File: src/rtl/uart_host_pkg.sv
// Shared constants and state types for the UART host bridge.
package uart_host_pkg;

   // Frame opcodes sent by the host.
   localparam logic [7:0] OP_WRITE = 8'h57;
   localparam logic [7:0] OP_READ  = 8'h52;

   // Reply bytes returned to the host.
   localparam logic [7:0] REPLY_ACK = 8'h06;
   localparam logic [7:0] REPLY_NAK = 8'h15;

   // A transmit FIFO holding this many bytes is treated as full.
   localparam logic [10:0] TX_FIFO_LIMIT = 11'd1023;

   // Main command FSM.
   typedef enum logic [2:0] {
      ST_IDLE,
      ST_GET_A1,
      ST_GET_A0,
      ST_GET_D,
      ST_MEM,
      ST_SEND
   } host_state_e;

   // Receive-side read sequencing.
   typedef enum logic [1:0] {
      RD_IDLE,
      RD_HIGH,
      RD_GAP
   } rd_state_e;

   // Transmit-side write handshake.
   typedef enum logic {
      WR_IDLE,
      WR_HOLD
   } wr_state_e;

   // True for the opcodes that start a multi-byte frame.
   function automatic logic is_frame_opcode(input logic [7:0] op);
      return (op == OP_WRITE) || (op == OP_READ);
   endfunction

endpackage

File: src/rtl/uart_byte_port.sv
// Byte-level adapter to uart_min: paced reads from the RX FIFO and
// pulse_en-qualified writes into the TX FIFO.
module uart_byte_port
   import uart_host_pkg::*;
(
   input  logic        clock,
   input  logic        reset,
   input  logic        pulse_en,
   // fetch side
   input  logic        get_req,
   output logic        get_done,
   output logic [7:0]  get_byte,
   // send side
   input  logic        put_req,
   input  logic [7:0]  put_byte,
   output logic        put_done,
   // uart_min
   output logic        uart_read,
   output logic        uart_write,
   output logic [7:0]  uart_wdata,
   input  logic [7:0]  uart_rdata,
   input  logic [10:0] uart_rx_count,
   input  logic [10:0] uart_tx_count
);

   rd_state_e   rd_state_q, rd_state_d;
   logic [1:0]  rd_cnt_q, rd_cnt_d;
   logic        uart_read_q, uart_read_d;
   wr_state_e   wr_state_q, wr_state_d;
   logic        uart_write_q, uart_write_d;
   logic [7:0]  uart_wdata_q, uart_wdata_d;

   // The byte is taken on the third edge with read high, which is also the
   // edge that drops read; the consumer captures uart_rdata on that edge.
   assign get_done = (rd_state_q == RD_HIGH) && (rd_cnt_q == 2'd2);
   assign get_byte = uart_rdata;

   // The accepting edge is the one where write is high and pulse_en is high.
   assign put_done = (wr_state_q == WR_HOLD) && pulse_en;

   assign uart_read  = uart_read_q;
   assign uart_write = uart_write_q;
   assign uart_wdata = uart_wdata_q;

   // Next-state logic for read pacing (3 high, >=2 low) and write handshake.
   always_comb begin
      // NOTE: every signal gets its hold value first so no path leaves it
      // unassigned; otherwise synthesis infers a latch.
      rd_state_d   = rd_state_q;
      rd_cnt_d     = rd_cnt_q;
      uart_read_d  = uart_read_q;
      wr_state_d   = wr_state_q;
      uart_write_d = uart_write_q;
      uart_wdata_d = uart_wdata_q;

      case (rd_state_q)
         RD_IDLE: begin
            if (get_req && (uart_rx_count != 11'd0)) begin
               rd_state_d  = RD_HIGH;
               rd_cnt_d    = 2'd0;
               uart_read_d = 1'b1;
            end
         end
         RD_HIGH: begin
            if (rd_cnt_q == 2'd2) begin
               rd_state_d  = RD_GAP;
               uart_read_d = 1'b0;
            end else begin
               rd_cnt_d = rd_cnt_q + 2'd1;
            end
         end
         // One cycle here plus one in RD_IDLE gives the two low cycles the
         // UART read FSM needs before rx_count is trustworthy again.
         RD_GAP:  rd_state_d = RD_IDLE;
         default: rd_state_d = RD_IDLE;
      endcase

      case (wr_state_q)
         WR_IDLE: begin
            if (put_req && (uart_tx_count < TX_FIFO_LIMIT)) begin
               wr_state_d   = WR_HOLD;
               uart_write_d = 1'b1;
               uart_wdata_d = put_byte;
            end
         end
         WR_HOLD: begin
            if (pulse_en) begin
               wr_state_d   = WR_IDLE;
               uart_write_d = 1'b0;
               uart_wdata_d = 8'h00;
            end
         end
         default: wr_state_d = WR_IDLE;
      endcase
   end

   // Port registers with synchronous active-low reset.
   always_ff @(posedge clock) begin
      // NOTE: non-blocking assignments so every flop samples pre-edge values
      // regardless of statement order or process scheduling.
      if (!reset) begin
         rd_state_q   <= RD_IDLE;
         rd_cnt_q     <= 2'd0;
         uart_read_q  <= 1'b0;
         wr_state_q   <= WR_IDLE;
         uart_write_q <= 1'b0;
         uart_wdata_q <= 8'h00;
      end else begin
         rd_state_q   <= rd_state_d;
         rd_cnt_q     <= rd_cnt_d;
         uart_read_q  <= uart_read_d;
         wr_state_q   <= wr_state_d;
         uart_write_q <= uart_write_d;
         uart_wdata_q <= uart_wdata_d;
      end
   end

endmodule

File: src/rtl/uart_host_bridge.sv
// Host command bridge: parses W/R frames from uart_min, performs one memory
// access per frame and returns ACK, read data or NAK.
module uart_host_bridge
   import uart_host_pkg::*;
#(
   parameter int ADDR_WIDTH  = 16,
   parameter int MEM_TIMEOUT = 255
) (
   input  logic                  clock,
   input  logic                  reset,
   input  logic                  pulse_en,
   output logic                  uart_read,
   output logic                  uart_write,
   output logic [7:0]            uart_wdata,
   input  logic [7:0]            uart_rdata,
   input  logic [10:0]           uart_rx_count,
   input  logic [10:0]           uart_tx_count,
   output logic [ADDR_WIDTH-1:0] mem_addr,
   output logic [7:0]            mem_wdata,
   output logic                  mem_we,
   output logic                  mem_re,
   input  logic [7:0]            mem_rdata,
   input  logic                  mem_ready,
   output logic                  busy,
   output logic [7:0]            err_count
);

   // Timer counts strobe cycles 0..MEM_TIMEOUT-1; abort on the last one.
   localparam int TIMER_W = (MEM_TIMEOUT > 2) ? $clog2(MEM_TIMEOUT) : 1;
   localparam logic [TIMER_W-1:0] TIMER_LAST = TIMER_W'(MEM_TIMEOUT - 1);

   host_state_e            state_q, state_d;
   logic                   is_write_q, is_write_d;
   logic [7:0]             a1_q, a1_d;
   logic [ADDR_WIDTH-1:0]  addr_q, addr_d;
   logic [7:0]             wdata_q, wdata_d;
   logic                   mem_we_q, mem_we_d;
   logic                   mem_re_q, mem_re_d;
   logic [TIMER_W-1:0]     timer_q, timer_d;
   logic [7:0]             reply_q, reply_d;
   logic                   nak_q, nak_d;
   logic                   busy_q, busy_d;
   logic [7:0]             err_count_q, err_count_d;

   logic                   get_req, get_done;
   logic [7:0]             get_byte;
   logic                   put_req, put_done;

   // Fetch while parsing a frame, send while holding a reply.
   assign get_req = (state_q == ST_IDLE)   || (state_q == ST_GET_A1) ||
                    (state_q == ST_GET_A0) || (state_q == ST_GET_D);
   assign put_req = (state_q == ST_SEND);

   uart_byte_port u_port (
      .clock         (clock),
      .reset         (reset),
      .pulse_en      (pulse_en),
      .get_req       (get_req),
      .get_done      (get_done),
      .get_byte      (get_byte),
      .put_req       (put_req),
      .put_byte      (reply_q),
      .put_done      (put_done),
      .uart_read     (uart_read),
      .uart_write    (uart_write),
      .uart_wdata    (uart_wdata),
      .uart_rdata    (uart_rdata),
      .uart_rx_count (uart_rx_count),
      .uart_tx_count (uart_tx_count)
   );

   assign mem_addr  = addr_q;
   assign mem_wdata = wdata_q;
   assign mem_we    = mem_we_q;
   assign mem_re    = mem_re_q;
   assign busy      = busy_q;
   assign err_count = err_count_q;

   // Frame parser, memory access with timeout, and reply/error bookkeeping.
   always_comb begin
      state_d     = state_q;
      is_write_d  = is_write_q;
      a1_d        = a1_q;
      addr_d      = addr_q;
      wdata_d     = wdata_q;
      mem_we_d    = mem_we_q;
      mem_re_d    = mem_re_q;
      timer_d     = timer_q;
      reply_d     = reply_q;
      nak_d       = nak_q;
      err_count_d = err_count_q;

      case (state_q)
         ST_IDLE: begin
            if (get_done) begin
               if (is_frame_opcode(get_byte)) begin
                  is_write_d = (get_byte == OP_WRITE);
                  state_d    = ST_GET_A1;
               end else begin
                  // Unknown opcode: reply at once, consume nothing more.
                  reply_d = REPLY_NAK;
                  nak_d   = 1'b1;
                  state_d = ST_SEND;
               end
            end
         end
         ST_GET_A1: begin
            if (get_done) begin
               a1_d    = get_byte;
               state_d = ST_GET_A0;
            end
         end
         ST_GET_A0: begin
            if (get_done) begin
               // Big-endian 16-bit frame address, fitted to ADDR_WIDTH.
               addr_d  = ADDR_WIDTH'({a1_q, get_byte});
               state_d = is_write_q ? ST_GET_D : ST_MEM;
            end
         end
         ST_GET_D: begin
            if (get_done) begin
               wdata_d = get_byte;
               state_d = ST_MEM;
            end
         end
         ST_MEM: begin
            if (!mem_we_q && !mem_re_q) begin
               // First cycle in MEM: raise the strobe; ready is ignored here.
               mem_we_d = is_write_q;
               mem_re_d = !is_write_q;
               timer_d  = '0;
            end else if (mem_ready) begin
               mem_we_d = 1'b0;
               mem_re_d = 1'b0;
               reply_d  = is_write_q ? REPLY_ACK : mem_rdata;
               nak_d    = 1'b0;
               state_d  = ST_SEND;
            end else if (timer_q == TIMER_LAST) begin
               mem_we_d = 1'b0;
               mem_re_d = 1'b0;
               reply_d  = REPLY_NAK;
               nak_d    = 1'b1;
               state_d  = ST_SEND;
            end else begin
               timer_d = timer_q + 1'b1;
            end
         end
         ST_SEND: begin
            if (put_done) begin
               state_d = ST_IDLE;
               // A read returning 0x15 is data, so count only flagged NAKs.
               if (nak_q && (err_count_q != 8'hFF)) begin
                  err_count_d = err_count_q + 8'd1;
               end
            end
         end
         default: state_d = ST_IDLE;
      endcase

      busy_d = (state_d != ST_IDLE);
   end

   // Bridge registers; reset discards any partial frame and drops strobes.
   always_ff @(posedge clock) begin
      if (!reset) begin
         state_q     <= ST_IDLE;
         is_write_q  <= 1'b0;
         a1_q        <= 8'h00;
         addr_q      <= '0;
         wdata_q     <= 8'h00;
         mem_we_q    <= 1'b0;
         mem_re_q    <= 1'b0;
         timer_q     <= '0;
         reply_q     <= 8'h00;
         nak_q       <= 1'b0;
         busy_q      <= 1'b0;
         err_count_q <= 8'h00;
      end else begin
         state_q     <= state_d;
         is_write_q  <= is_write_d;
         a1_q        <= a1_d;
         addr_q      <= addr_d;
         wdata_q     <= wdata_d;
         mem_we_q    <= mem_we_d;
         mem_re_q    <= mem_re_d;
         timer_q     <= timer_d;
         reply_q     <= reply_d;
         nak_q       <= nak_d;
         busy_q      <= busy_d;
         err_count_q <= err_count_d;
      end
   end

endmodule

File: config.mk
export PLATFORM = sky130hd
export DESIGN_NAME = uart_host_bridge
export DESIGN_NICKNAME = d
export VERILOG_FILES = /design/src/rtl/uart_host_pkg.sv /design/src/rtl/uart_byte_port.sv /design/src/rtl/uart_host_bridge.sv
export SDC_FILE = /design/constraint.sdc
export NUM_CORES = 1
export LEC_CHECK = 0
export CAP_MARGIN = 15
export CORE_MARGIN = 2
export CORE_UTILIZATION = 49
export DETAILED_ROUTE_END_ITERATION = 10
export PLACE_DENSITY_LB_ADDON = 0.25
export REMOVE_ABC_BUFFERS = 1
export SLEW_MARGIN = 30
export SYNTH_ARGS = -nofsm -noshare
export SYNTH_HDL_FRONTEND = slang
export SYNTH_SLANG_ARGS = --single-unit
File: constraint.sdc
create_clock -name clock -period 2.2 [get_ports clock]
set_input_delay 0.33 -clock clock [delete_from_list [all_inputs] [get_ports clock]]
set_output_delay 0.33 -clock clock [all_outputs]
set_load 0.02 [all_outputs]
# Word-level counts from Yosys, hierarchy flattened
# Index checks and enable logic that the tools add are counted.
totals:
  out_inout_bits: 45
  regBits: 79
  elab_cells: 126
  in_bits: 42
classes:
  bitwise_logic: 1
  eq_ne: 22
  muxes: 49
  n_lt_le_gt_ge: 1
  add_sub_neg: 3
  reduce_logical: 32
op_table:
  columns: ["op", "count"]
  rows:
  - ["$mux W8", 11]
  - ["$pmux W8 S2", 2]
  - ["$mux W3", 10]
  - ["$pmux W3 S6", 1]
  - ["$add A8 B1 Y8 const B", 2]
  - ["$eq A8 B7 Y1 const B", 2]
  - ["$mux W1", 15]
  - ["$reduce_and A3 Y1", 5]
  - ["$ne A2 B2 Y1 const B", 7]
  - ["$reduce_and A2 Y1", 6]
  - ["$lt A11 B10 Y1 const B", 1]
  - ["$reduce_bool A11 Y1", 1]
  - ["$eq A8 B8 Y1 const B", 1]
  - ["$mux W2", 4]
  - ["$ne A8 B8 Y1 const B", 1]
  - ["$pmux W1 S2", 4]
  - ["$pmux W2 S2", 2]
  - ["$eq A3 B2 Y1 const B", 2]
  - ["$eq A3 B3 Y1 const B", 2]
  - ["$logic_and A1 B1 Y1", 6]
  - ["$ne A2 B1 Y1 const B", 3]
  - ["$reduce_bool A3 Y1", 2]
  - ["$reduce_and A5 Y1", 1]
  - ["$logic_or A1 B1 Y1", 4]
  - ["10 further kinds", 13]

# Depth between registers and ports, before layout
# Gate-level depths: netlist (run 1).
depth:
  ltp_word: 7
  mapped_depth: 9
  depth_no_buf: 7

# Cells and area by module
# From an unflattened synthesis (run 1), not the netlist that was laid out.
unflattened:
  cells_unflattened: 432
  hier_area_um2: 3628.5
modules_own_cells:
  columns: ["module", "area_each_um2", "seq_area_each_um2", "n_inst", "cells_each"]
  rows:
  - ["uart_host_bridge", 2849.0, 1281.2, 1, 345]
  - ["uart_byte_port", 779.5, 300.3, 1, 87]

# Worst setup path before layout (run 1)
# OpenSTA, ideal clock, no wires.
synth_path:
  path_type: "flip-flop to flip-flop"
  from: "register timer_q[0]"
  to: "register reply_q[0]"
  path_stages_with_launch: 9
  setup_slack_ps: 361
  period_less_slack_ps: 1839
  required_ps: 2081
  t_arrival_ps: 1720
  setup_ps: 119
  path_buffers: 1
  path_cell_list: "dfxtp_1 inv_1 ha_1 and3_1 a31oi_4 nor2_4 or2_1 buf_6 o221a_1"
synth_via:
  elab_chain_len: 3
synth_rtl:
  columns: ["element", "line_no", "rtl"]
  rows:
  - ["from (decl)", "uart_host_bridge.sv:39", "logic [TIMER_W-1:0] timer_q, timer_d;"]
  - ["from (signal assigned)", "uart_host_bridge.sv:186", "timer_q <= timer_d;"]
  - ["$eq A8 B8 Y1", "uart_host_bridge.sv:138", "end else if (timer_q == TIMER_LAST) begin"]
  - ["$ne A3 B3 Y1 (no line)", null, null]
  - ["$reduce_and A5 Y1 (no line)", null, null]
  - ["to (signal assigned)", "uart_host_bridge.sv:187", "reply_q <= reply_d;"]
  - ["to (decl)", "uart_host_bridge.sv:40", "logic [7:0] reply_q, reply_d;"]
# No other way between the ends.
# A chain may end at the register's enable or synchronous reset.

# Worst setup path in the final report (run 1)
layout_path:
  from: "register timer_q[0]"
  to: "register reply_q[4]"
# Same word-level chain as after synthesis.

==> insert_results.sql, run 1 <==
INSERT INTO impl_metrics (metric_group, metric, value, unit) VALUES
('detailed_routing', 'wl_met2', '3740', 'µm'),
('yosys', 'post_synth_xor_area_fraction', '0.0283', ''),
('detailed_routing', 'highest_layer', 'met4', ''),
('sta', 'fin_max_slew_vios', '0', ''),
('cells_and_area', 'final_net_count', '534', ''),
('placed_design', 'io_buffer_count', '86', ''),
('detailed_routing', 'drc_errors', '0', ''),
('yosys', 'synth_enable_flop_cells', '0', ''),
('placed_design', 'detailed_place.area', '0.00438', 'mm²'),
('detailed_routing', 'drt-pass1-iter-count', '4', ''),
('floorplanning', 'num_io_pins', '87', ''),
('detailed_routing', 'wirelength_met1', '3790', 'µm'),
('cells_and_area', 'final_layout_size_suffix_gt1_frac', '0.0852', ''),
('yosys', 'synth_top_flop_cell', 'sky130_fd_sc_hd__dfxtp_1', ''),
('sta', 'fin_tns_setup', '0', 'ns'),
('sta', 'timing.slew.headroom', '0.505', ''),
('yosys', 'ys_seq_elements', '79', ''),
('yosys', 'post_synth_and_or_nand_nor_area_fraction', '0.270', ''),
('placed_design', 'detailedPlacementHpwl', '5820', 'µm'),
('setup_path', 'worst-setup-path-type', 'reg2reg', ''),
('yosys', 'synth_largest_area_cell', 'sky130_fd_sc_hd__dfxtp_1', ''),
('floorplanning', 'floorplan.die.width', '87.3', 'µm'),
('floorplanning', 'effective_utilization_at_floorplan', '0.503', ''),
('yosys', 'synth_most_common_cell', 'sky130_fd_sc_hd__dfxtp_1', ''),
('detailed_routing', 'finalWirelength', '8010', 'µm'),
('grt', 'first_global_vias', '2826', ''),
('yosys', 'synthesis.instances', '396', ''),
('status', 'run_status', 'completed', ''),
('floorplanning', 'fp-row-count', '30', ''),
('setup_path', 'critical_path.endpoint_type', 'register', ''),
('detailed_routing', 'detail_route.wl_per_cell', '14.0', 'µm'),
('cells_and_area', 'utilization', '0.675', ''),
('grt', 'grt_usage', '0.212', ''),
('yosys', 'combinational_family_with_the_most_area_after_synthesis', 'simple AND/OR/NAND/NOR gates', ''),
('setup_path', 'timing.critical_path.from_type', 'register', ''),
('grt', 'grt_max_degree', '37', ''),
('floorplanning', 'dieArea', '0.00762', 'mm²'),
('placed_design', 'post_placement_worst_setup_slack', '0.0404', 'ns'),
('sta', 'final.hold.worst_slack', '0.456', 'ns'),
('sta', 'timing.final.ws_setup', '0.302', 'ns'),
('clocking', 'clk_path_buf_depth', '2', ''),
('sta', 'final.setup_skew', '0.0145', 'ns'),
('cells_and_area', 'antenna_cells_inserted', '0', ''),
('sta', 'fmaxAchievable', '527', 'MHz'),
('clocking', 'cts.reportedPaths.clkPinSlew', '0.09', 'ns'),
('sta', 'fraction_of_the_cycle_the_final_worst_path_needs', '0.863', ''),
('yosys', 'synthDominantCellAreaShare', '0.465', ''),
('clocking', 'cts.htree.levels', '3', ''),
('cells_and_area', 'area.growth.synth_to_final', '34.1', '%'),
('setup_path', 'worstPathRequired', '2.44', 'ns'),
('power', 'static_leak', '0.00165', 'µW'),
('yosys', 'synth.cell_area', '0.00340', 'mm²'),
('clocking', 'cts_setup_buffers', '0', ''),
('yosys', 'synth.top_cells.by_area', 'sky130_fd_sc_hd__dfxtp_1, sky130_fd_sc_hd__nand2_1, sky130_fd_sc_hd__a21oi_1', ''),
('job', 'cap_viol_max_count', '0', ''),
('clocking', 'tritoncts_num_sinks', '79', ''),
('floorplanning', 'y_dimension_of_the_die', '87.3', 'µm'),
('yosys', 'post_synth.cell_area_avg', '8.59', 'µm²'),
('sta', 'finish_stage_setup_viols', '0', ''),
('clocking', 'numCtsBuffers', '9', ''),
('detailed_routing', 'routed_vias', '3098', ''),
('grt', 'grt_antenna_before_repair', '0', ''),
('detailed_routing', 'vias_per_cell', '5.41', ''),
('clocking', 'clk_latency', '0.35', 'ns'),
('clocking', 'tritoncts', 'built', ''),
('clocking', 'clk_root_buffer_cell', 'sky130_fd_sc_hd__clkbuf_8', ''),
('sta', 'tightestPinTransition', '0.738', 'ns'),
('yosys', 'synth.yosys.seq_area_share', '0.465', ''),
('yosys', 'async_flop_share', '0', ''),
('hold_path', 'worst_hold_path_type', 'reg2reg', ''),
('detailed_routing', 'drt_iter0_markers', '151', '');
## worst max-delay path: stages (launching register included)
cell,delay [ns]
sky130_fd_sc_hd__dfxtp_1,0.40
sky130_fd_sc_hd__inv_1,0.06
sky130_fd_sc_hd__ha_1,0.21
sky130_fd_sc_hd__and3_1,0.23
sky130_fd_sc_hd__a31oi_4,0.21
sky130_fd_sc_hd__nor2_4,0.09
sky130_fd_sc_hd__or2_1,0.32
sky130_fd_sc_hd__o221a_1,0.27
## per-layer routing
metal,GRT usage,vias to the layer above
li1,-,1571
met1,0.282,1440
met3,0.0540,10
met2,0.334,77
met5,0,-
met4,0.0699,0
## final cells by class
class	count	area, µm²
Inverter	7	26.3
Clock inverter	7	55.1
Clock buffer	9	124
Tap cell	80	100
Timing Repair Buffer	100	978
Sequential cell	79	1580
Fill cell	543	2190
Multi-Input combinational cell	291	1700
## report_power, final
part / total [µW] / leakage [µW] / internal, µW / switching [µW]
combinational: 159 / 0.000931 / 92.1 / 66.8
clock: 983 / 0.0000866 / 421 / 562
sequential: 1440 / 0.000637 / 1430 / 5.29
## layout by cell type, fill, tap and decap left out, drive strengths merged, types with 2 or more instances in the layout
| cell type | Yosys | routed |
|---|---|---|
| or3 | 3 | 3 |
| ha | 4 | 4 |
| nor4 | 4 | 4 |
| xor2 | 7 | 7 |
| clkdlybuf4s50 | 0 | 86 |
| mux2i | 10 | 10 |
| o311a | 2 | 2 |
| a21oi | 43 | 43 |
| o211ai | 6 | 6 |
| nor2 | 38 | 38 |
| dfxtp | 79 | 79 |
| o21bai | 2 | 2 |
| inv | 7 | 10 |
| o221a | 2 | 2 |
| a31oi | 3 | 3 |
| and2 | 3 | 3 |
| buf | 7 | 14 |
| and4 | 2 | 2 |
| and3 | 6 | 6 |
| o21ai | 17 | 17 |
| xnor2 | 4 | 4 |
| nand4 | 8 | 8 |
| nand3 | 18 | 18 |
| nor3b | 2 | 2 |
| clkinv | 0 | 2 |
| nor3 | 5 | 5 |
| clkbuf | 12 | 9 |
| nor2b | 4 | 4 |
| clkinvlp | 0 | 2 |
| nand3b | 10 | 10 |
| nand2 | 70 | 70 |
## metrics by stage
stage	total power [µW]	instances
after detailed placement	1630	557
after CTS	2610	573
final	2580	573
after floorplan	1520	377
after global placement	1630	557
after global routing	2680	573
## kinds of logic (layout without fill, tap and decap cells)
kind of cell / Yosys count / in the layout
adders and majority gates: 4 / 4
and+or+nand+nor: 180 / 180
muxes: 11 / 11
buffers and inverters: 26 / 123
xor gates and xnor gates: 11 / 11
AOI/OAI and AO/OA: 85 / 85
DFF: 79 / 79
## worst paths after layout
kind,from,depth (start not counted),end,slack [ns]
worst max-delay path,timer_q[0],7,reply_q[4],0.30
worst min-delay path,mem_addr[15],2,mem_addr[15],0.46
worst max register to register,timer_q[0],7,reply_q[4],0.30
worst min register to register,mem_addr[15],2,mem_addr[15],0.46
## sequential cells by signal, summed over array words and instances, names as in the netlist
register           count
mem_wdata              8
timer_q                8
u_port.uart_write      1
a1_q                   8
mem_re                 1
err_count              8
mem_we                 1
mem_addr              16
u_port.wr_state_q      1
is_write_q             1
state_q                3
reply_q                8
u_port.uart_read       1
nak_q                  1
u_port.rd_cnt_q        2
u_port.uart_wdata      8
busy                   1
u_port.rd_state_q      2
(Power assumes the default switching activity.)
==> run 2, diff against run 1 <==
- CORE_UTILIZATION: 49 -> 40
- MAX_ROUTING_LAYER: not set -> met4
==> run 2 against run 1 <==
  * Final area is 1.4% higher
  * Non-clock buffer count is 3 higher
  * Via count hardly changed
  * Clock power is 6% higher
  * Global-route usage is 2.5 points lower
  * Flip-flop and latch count stayed put
  * Largest cell class unchanged
==> insert_results.sql, run 2 (synthesis results as in run 1) <==
INSERT INTO impl_metrics (metric_group, metric, value, unit) VALUES
('placed_design', 'gp_congestion', '0.848', ''),
('floorplanning', 'fp-row-count', '33', ''),
('sta', 'timing.slew.headroom', '0.493', ''),
('detailed_routing', 'vias_per_cell', '5.16', ''),
('power', 'power.ir.vdd_worst', '359', 'µV'),
('grt', 'first_global_vias', '2966', ''),
('detailed_routing', 'routed_vias', '3101', ''),
('detailed_routing', 'finalWirelength', '8050', 'µm'),
('clocking', 'tritoncts_num_sinks', '79', ''),
('setup_path', 'critical_path.endpoint_type', 'register', ''),
('detailed_routing', 'detail_route.wl_per_cell', '13.4', 'µm'),
('floorplanning', 'coreArea', '0.00822', 'mm²'),
('sta', 'hold_viol_final', '0', ''),
('sta', 'finish_stage_setup_viols', '0', ''),
('floorplanning', 'effective_utilization_at_floorplan', '0.414', ''),
('cells_and_area', 'final_layout_size_suffix_gt1_frac', '0.0887', ''),
('clocking', 'cts.htree.levels', '3', ''),
('sta', 'tightestPinTransition', '0.755', 'ns'),
('setup_path', 'timing.critical_path.from_type', 'register', ''),
('floorplanning', 'dieArea', '0.00926', 'mm²'),
('floorplanning', 'num_io_pins', '87', ''),
('power', 'seq_power_share', '0.544', ''),
('sta', 'final.setup_skew', '0.0123', 'ns'),
('grt', 'grt_first_pass_wirelength', '13200', 'µm'),
('power', 'power.density_cell_area', '572', 'mW/mm²'),
('grt', 'grt_antenna_before_repair', '0', ''),
('grt', 'overflow', '0', ''),
('sta', 'grt_setup_unrepaired', 'no', ''),
('clocking', 'tritoncts', 'built', ''),
('power', 'net-switching-power', '595', 'µW'),
('sta', 'fraction_of_the_cycle_the_final_worst_path_needs', '0.868', ''),
('power', 'cell_internal_pwr', '2050', 'µW'),
('grt', 'grt_max_degree', '33', ''),
('detailed_routing', 'drt_iter0_markers', '129', ''),
('cells_and_area', 'largest_register_ff_count', '16', ''),
('detailed_routing', 'ant_nets', '0', ''),
('clocking', 'cts_setup_buffers', '0', ''),
('cells_and_area', 'antenna_cells_inserted', '0', ''),
('sta', 'min_period', '1.91', 'ns'),
('cells_and_area', 'mostFrequentLayoutCells', 'sky130_fd_sc_hd__clkdlybuf4s50_1, sky130_fd_sc_hd__dfxtp_1, sky130_fd_sc_hd__nand2_1, sky130_fd_sc_hd__a21oi_1, sky130_fd_sc_hd__nor2_1', ''),
('placed_design', 'io_buffer_count', '86', ''),
('clocking', 'clk_latency', '0.34', 'ns'),
('detailed_routing', 'drt-pass1-iter-count', '5', ''),
('hold_path', 'worst_hold_path_type', 'reg2reg', ''),
('power', 'static_leak', '0.00168', 'µW'),
('cells_and_area', 'postLayoutCellArea', '0.00463', 'mm²'),
('clocking', 'clk_root_buffer_cell', 'sky130_fd_sc_hd__clkbuf_8', ''),
('power', 'p_comb_frac', '0.062', ''),
('setup_path', 'worst-path-max-fanout', '9', ''),
('setup_path', 'worst_ep_arrival_time', '2.14', 'ns'),
('setup_path', 'worstPathRequired', '2.43', 'ns'),
('clocking', 'clk_path_buf_depth', '2', ''),
('clocking', 'cts.reportedPaths.clkPinSlew', '0.08', 'ns'),
('status', 'run_status', 'completed', ''),
('detailed_routing', 'drc_errors', '0', ''),
('clocking', 'ctsResizeCount', '0', ''),
('clocking', 'cts-hold-fix-buffers', '0', ''),
('sta', 'fin_tns_setup', '0', 'ns'),
('cells_and_area', 'final_net_count', '537', ''),
('cells_and_area', 'layout.cells.most_common', 'sky130_fd_sc_hd__clkdlybuf4s50_1', ''),
('sta', 'fin_max_slew_vios', '0', ''),
('placed_design', 'detailed_place.area', '0.00444', 'mm²'),
('power', 'power.total', '2650', 'µW'),
('power', 'clock_power_share', '0.394', ''),
('floorplanning', 'floorplan.die.width', '96.2', 'µm'),
('sta', 'fmaxAchievable', '524', 'MHz'),
('job', 'cap_viol_max_count', '0', ''),
('power', 'netSwitchingFraction', '0.225', ''),
('placed_design', 'detailedPlacementHpwl', '5910', 'µm'),
('grt', 'grt_usage', '0.187', ''),
('setup_path', 'worst-setup-path-type', 'reg2reg', ''),
('clocking', 'numCtsBuffers', '9', ''),
('cells_and_area', 'area.growth.synth_to_final', '36.0', '%'),
('floorplanning', 'y_dimension_of_the_die', '96.2', 'µm');
run 2: power by group through the flow:
stage	combinational [µW]	clock, µW	sequential, µW
2_1_floorplan	42.5	0	1470
3_3_place_gp	162	0	1470
3_5_place_dp	164	0	1470
4_1_cts	165	1060	1440
5_1_grt	177	1130	1440
6_report	164	1040	1440
run 2: metrics by stage:
step                setup slack, ns  utilization  instances  hold slack, ns
global placement              0.138        0.540        585           0.441
floorplan                     0.290            -        377           0.429
global route                  0.185        0.563        601           0.473
finish                        0.290        0.563        601           0.454
detailed placement            0.120        0.540        585           0.446
CTS                           0.280        0.563        601           0.456
run 2: area by class of cell:
type	instances	area, µm²
multi-input combinational	291	1700
sequential	79	1580
tap	105	131
fill	775	3590
timing repair buffer	103	1000
clock inverter	6	61.3
clock buffer	10	128
inverter	7	26.3
run 2: critical path: stages (launching register included):
cell and delay [ns]:
sky130_fd_sc_hd__dfxtp_1 0.39, sky130_fd_sc_hd__inv_1 0.06, sky130_fd_sc_hd__ha_1 0.20, sky130_fd_sc_hd__and3_1 0.23, sky130_fd_sc_hd__a31oi_4 0.21, sky130_fd_sc_hd__nor2_4 0.09
sky130_fd_sc_hd__or2_1 0.33, sky130_fd_sc_hd__o221a_1 0.28
run 2: metal layers:
layer,vias up,wire length (µm),track usage
met2,76,3870,0.302
met3,9,383,0.0305
met1,1443,3710,0.235
li1,1573,-,-
met5,-,0,-
met4,0,88,0.0690
run 2: worst paths after layout:
path | start | to | slack, ns | cells after the start
max | timer_q[0] | reply_q[0] | 0.29 | 7
min | reply_q[3] | reply_q[3] | 0.45 | 2
max reg2reg | timer_q[0] | reply_q[0] | 0.29 | 7
min reg2reg | reply_q[3] | reply_q[3] | 0.45 | 2
==> run 3, diff against run 2 <==
- HOLD_SLACK_MARGIN: not set -> 0.15
==> results of run 3 <==
Final layout, timing and power as in run 2 (identical DEF).
==> patch, RTL diff (settings of run 1) <==
The package constant `TX_FIFO_LIMIT` goes from 11'd1023 to 11'd511.
--- a/src/rtl/uart_host_pkg.sv
+++ b/src/rtl/uart_host_pkg.sv
@@ -10,7 +10,7 @@
    localparam logic [7:0] REPLY_NAK = 8'h15;
 
    // A transmit FIFO holding this many bytes is treated as full.
-   localparam logic [10:0] TX_FIFO_LIMIT = 11'd1023;
+   localparam logic [10:0] TX_FIFO_LIMIT = 11'd511;
 
    // Main command FSM.
    typedef enum logic [2:0] {
Check against the original RTL: not equivalent (a bounded check fails within 10 cycles, from zero or initial values and one cycle with reset low).
==> patch against run 1 <==
  * Final cell count increased by 0.17%
  * Routed wire length grew 3.0%
  * Worst setup slack improved by 13 ps
  * Non-clock buffer count rose by 1
  * First-iteration DRC count grew 28%
  * Sequential cell count unchanged
  * Fmax grew 0.68%
  * Synthesized area is 0.26% lower
  * Clock skew is 5.3 ps lower
  * Cell area barely moved
  * Power decreased by 0.61%
  * Largest power group unchanged
==> patch: results (changes against run 1) <==
- The run finished with clean final reports.
- Initial antenna violation count: 0 (unchanged)
* Number of port buffers: 86 (unchanged)
* Most area-consuming cells after synthesis: sky130_fd_sc_hd__dfxtp_1 (47%), sky130_fd_sc_hd__nand2_1 (7.6%), sky130_fd_sc_hd__a21oi_1 (6.2%)
- The number of nets in the layout is 535 (+0.19%).
* First-pass GRT wire length: 13500 um (+5.9%)
- Setup-failing EPs final: 0 (unchanged)
- Top FF cell, synth: sky130_fd_sc_hd__dfxtp_1
* Layout cells sized above 1: 8.70% (+0.19 points)
- After clock tree synthesis, the clock-pin slew on the worst setup and hold paths is 80 ps.
- The final wirelength was 8250 um (+3.0%).
* Type of the most critical hold path: register to register
* Xor/xnor cell area share of the yosys netlist: 2.84% (+0.0073 points)
- The number of clock buffers inserted by TritonCTS came to 9 (unchanged).
- The largest net degree at the start of global routing was 44 (+19%).
- Arrival time reported for the critical path endpoint: 2120 ps (-20 ps)
- Share of synthesized registers carrying an async set or reset: 0% (unchanged)
* Number of distinct library cells after synthesis: 59 (-1.7%)
* Compound-gate portion of the synthesized area: 15.8% (+0.52 points)
- By count the netlist is led by sky130_fd_sc_hd__dfxtp_1 (79), sky130_fd_sc_hd__nand2_1 (69), sky130_fd_sc_hd__a21oi_1 (42).
* Final weighted congestion in routability-driven placement: 0.836 (+1.5%)
- Number of cells traversed by the worst register-to-register path: 7 (unchanged)
- Maximum buffer depth of the clock tree: 2 (unchanged)
* Ratio of routed vias to standard cells: 5.46 (+0.92%)
* Post-Synthesis Mean Instance Area: 8.57 sq um (-0.26%)
- The top-area cell type share of the netlist area came to 46.6% (+0.12 points).
- Number of cells in the finished layout apart from fillers: 574 (+0.17%)
- The count of synthesis-stage warnings from yosys is 0 (unchanged).
- The adder and majority gate portion of the synthesized area came to 1.48% (+0.0038 points).
* Number of DRC markers after the initial detailed-route iteration: 194 (+28%)
- Mux share of post-synthesis cell area: 3.28% (+0.0085 points)
* Antenna Diode Count: 0 (unchanged)
* Drt first pass iters: 5 (+1)
* Clock Skews: 9.21 ps (-5.27 ps)
- Largest register FFs: 16 (unchanged)
* Count of buffers added by post-CTS timing repair for setup: 0 (unchanged)
- Max Fanout on Critical Path: 9 (unchanged)
- The total global routing track utilization was 22.5% (+1.4 points).
* Clock latency reported for the late side of the worst-skew pair: 350 ps (about the same)
- The hold path depth was 2 (unchanged).
- The transition time at the pin with the least slew margin came to 468 ps (-270 ps).
- Post_cts resized: 0 (unchanged)
- The maximum level of the CTS H-tree was 3 (unchanged).
- The post-synthesis sequential area ratio is 46.6% (+0.12 points).
- The detailed placement HPWL was 5950 um (+2.2%).
- CTS placed an instance of sky130_fd_sc_hd__clkbuf_8 at the clock tree root.
- Leakage power total: 0.00166 uW (+0.26%)
* Largest vdd supply drop: 298 uV (-25%)
- Number of placed cells counting well taps: 558 (+0.18%)
- Vias in the first global route: 2984 (+5.6%)
patch: changes by cell type after synthesis, sizes merged:
| cell | before | now |
|---|---|---|
| a41oi | 0 | 1 |
| and2b | 1 | 0 |
| buf | 7 | 9 |
| clkbuf | 12 | 10 |
| nand2 | 70 | 69 |
| nand3 | 18 | 19 |
| nand4 | 8 | 7 |
| nor2 | 38 | 39 |
| nor2b | 4 | 5 |
| nor4 | 4 | 3 |
patch: final timing paths:
kind / to / slack, ps / startpoint
max: reply_q[4]$_SDFFE_PN0P_ / 310 / timer_q[0]$_SDFFE_PN0P_
max reg2reg: reply_q[4]$_SDFFE_PN0P_ / 310 / timer_q[0]$_SDFFE_PN0P_
min: mem_addr[14]$_SDFFE_PN0P_ / 460 / mem_addr[14]$_SDFFE_PN0P_
min reg2reg: mem_addr[14]$_SDFFE_PN0P_ / 460 / mem_addr[14]$_SDFFE_PN0P_
patch: final cells by class:
cell class | count | area [sq um]
Fill cell | 557 | 2190
Clock inverter | 5 | 33.8
Sequential cell | 79 | 1580
Timing Repair Buffer | 101 | 986
Inverter | 7 | 26.3
Clock buffer | 11 | 141
Multi-Input combinational cell | 291 | 1690
Tap cell | 80 | 100
patch: cells by family (layout without fill, tap and decap cells):
kind of cell    Yosys count  count (layout)
fa+ha+maj                 4               4
flops                    79              79
compound gates           86              86
buf+inv                  26             124
mux                      11              11
simple gates            179             179
xor+xnor                 11              11
patch: through the flow:
| stage | cell area, sq um | hold WS [ps] | worst slack (ps) | total power, uW |
|---|---|---|---|---|
| 3_3_place_gp | 4390 | 438 | 109 | 1630 |
| 5_1_grt | 4560 | 472 | 179 | 2650 |
| 4_1_cts | 4560 | 459 | 310 | 2580 |
| 6_report | 4560 | 456 | 315 | 2570 |
| 2_1_floorplan | 3300 | 429 | 290 | 1520 |
| 3_5_place_dp | 4390 | 447 | 61.7 | 1630 |
patch: layer usage:
| metal | track usage (%) | vias up | routed length [um] |
|---|---|---|---|
| li1 | - | 1572 | - |
| met1 | 28.2 | 1470 | 3750 |
| met2 | 37.3 | 70 | 4020 |
| met3 | 3.22 | 20 | 269 |
| met4 | 12.3 | 0 | 202 |
| met5 | 0 | - | 0 |
patch: critical path, cell delays in order, from the launching register on:
cell                      delay, ps
sky130_fd_sc_hd__dfxtp_1        390
sky130_fd_sc_hd__inv_1           60
sky130_fd_sc_hd__ha_1           190
sky130_fd_sc_hd__and3_1         230
sky130_fd_sc_hd__a31oi_4        200
sky130_fd_sc_hd__nor2_4          90
sky130_fd_sc_hd__or2_1          330
sky130_fd_sc_hd__o221a_1        290
patch: power by group:
group / leakage (uW) / switching [uW] / total [uW] / internal, uW
combinational: 0.000937 / 67.8 / 161 / 93.2
clock: 0.0000853 / 526 / 964 / 439
sequential: 0.000637 / 5.69 / 1440 / 1430
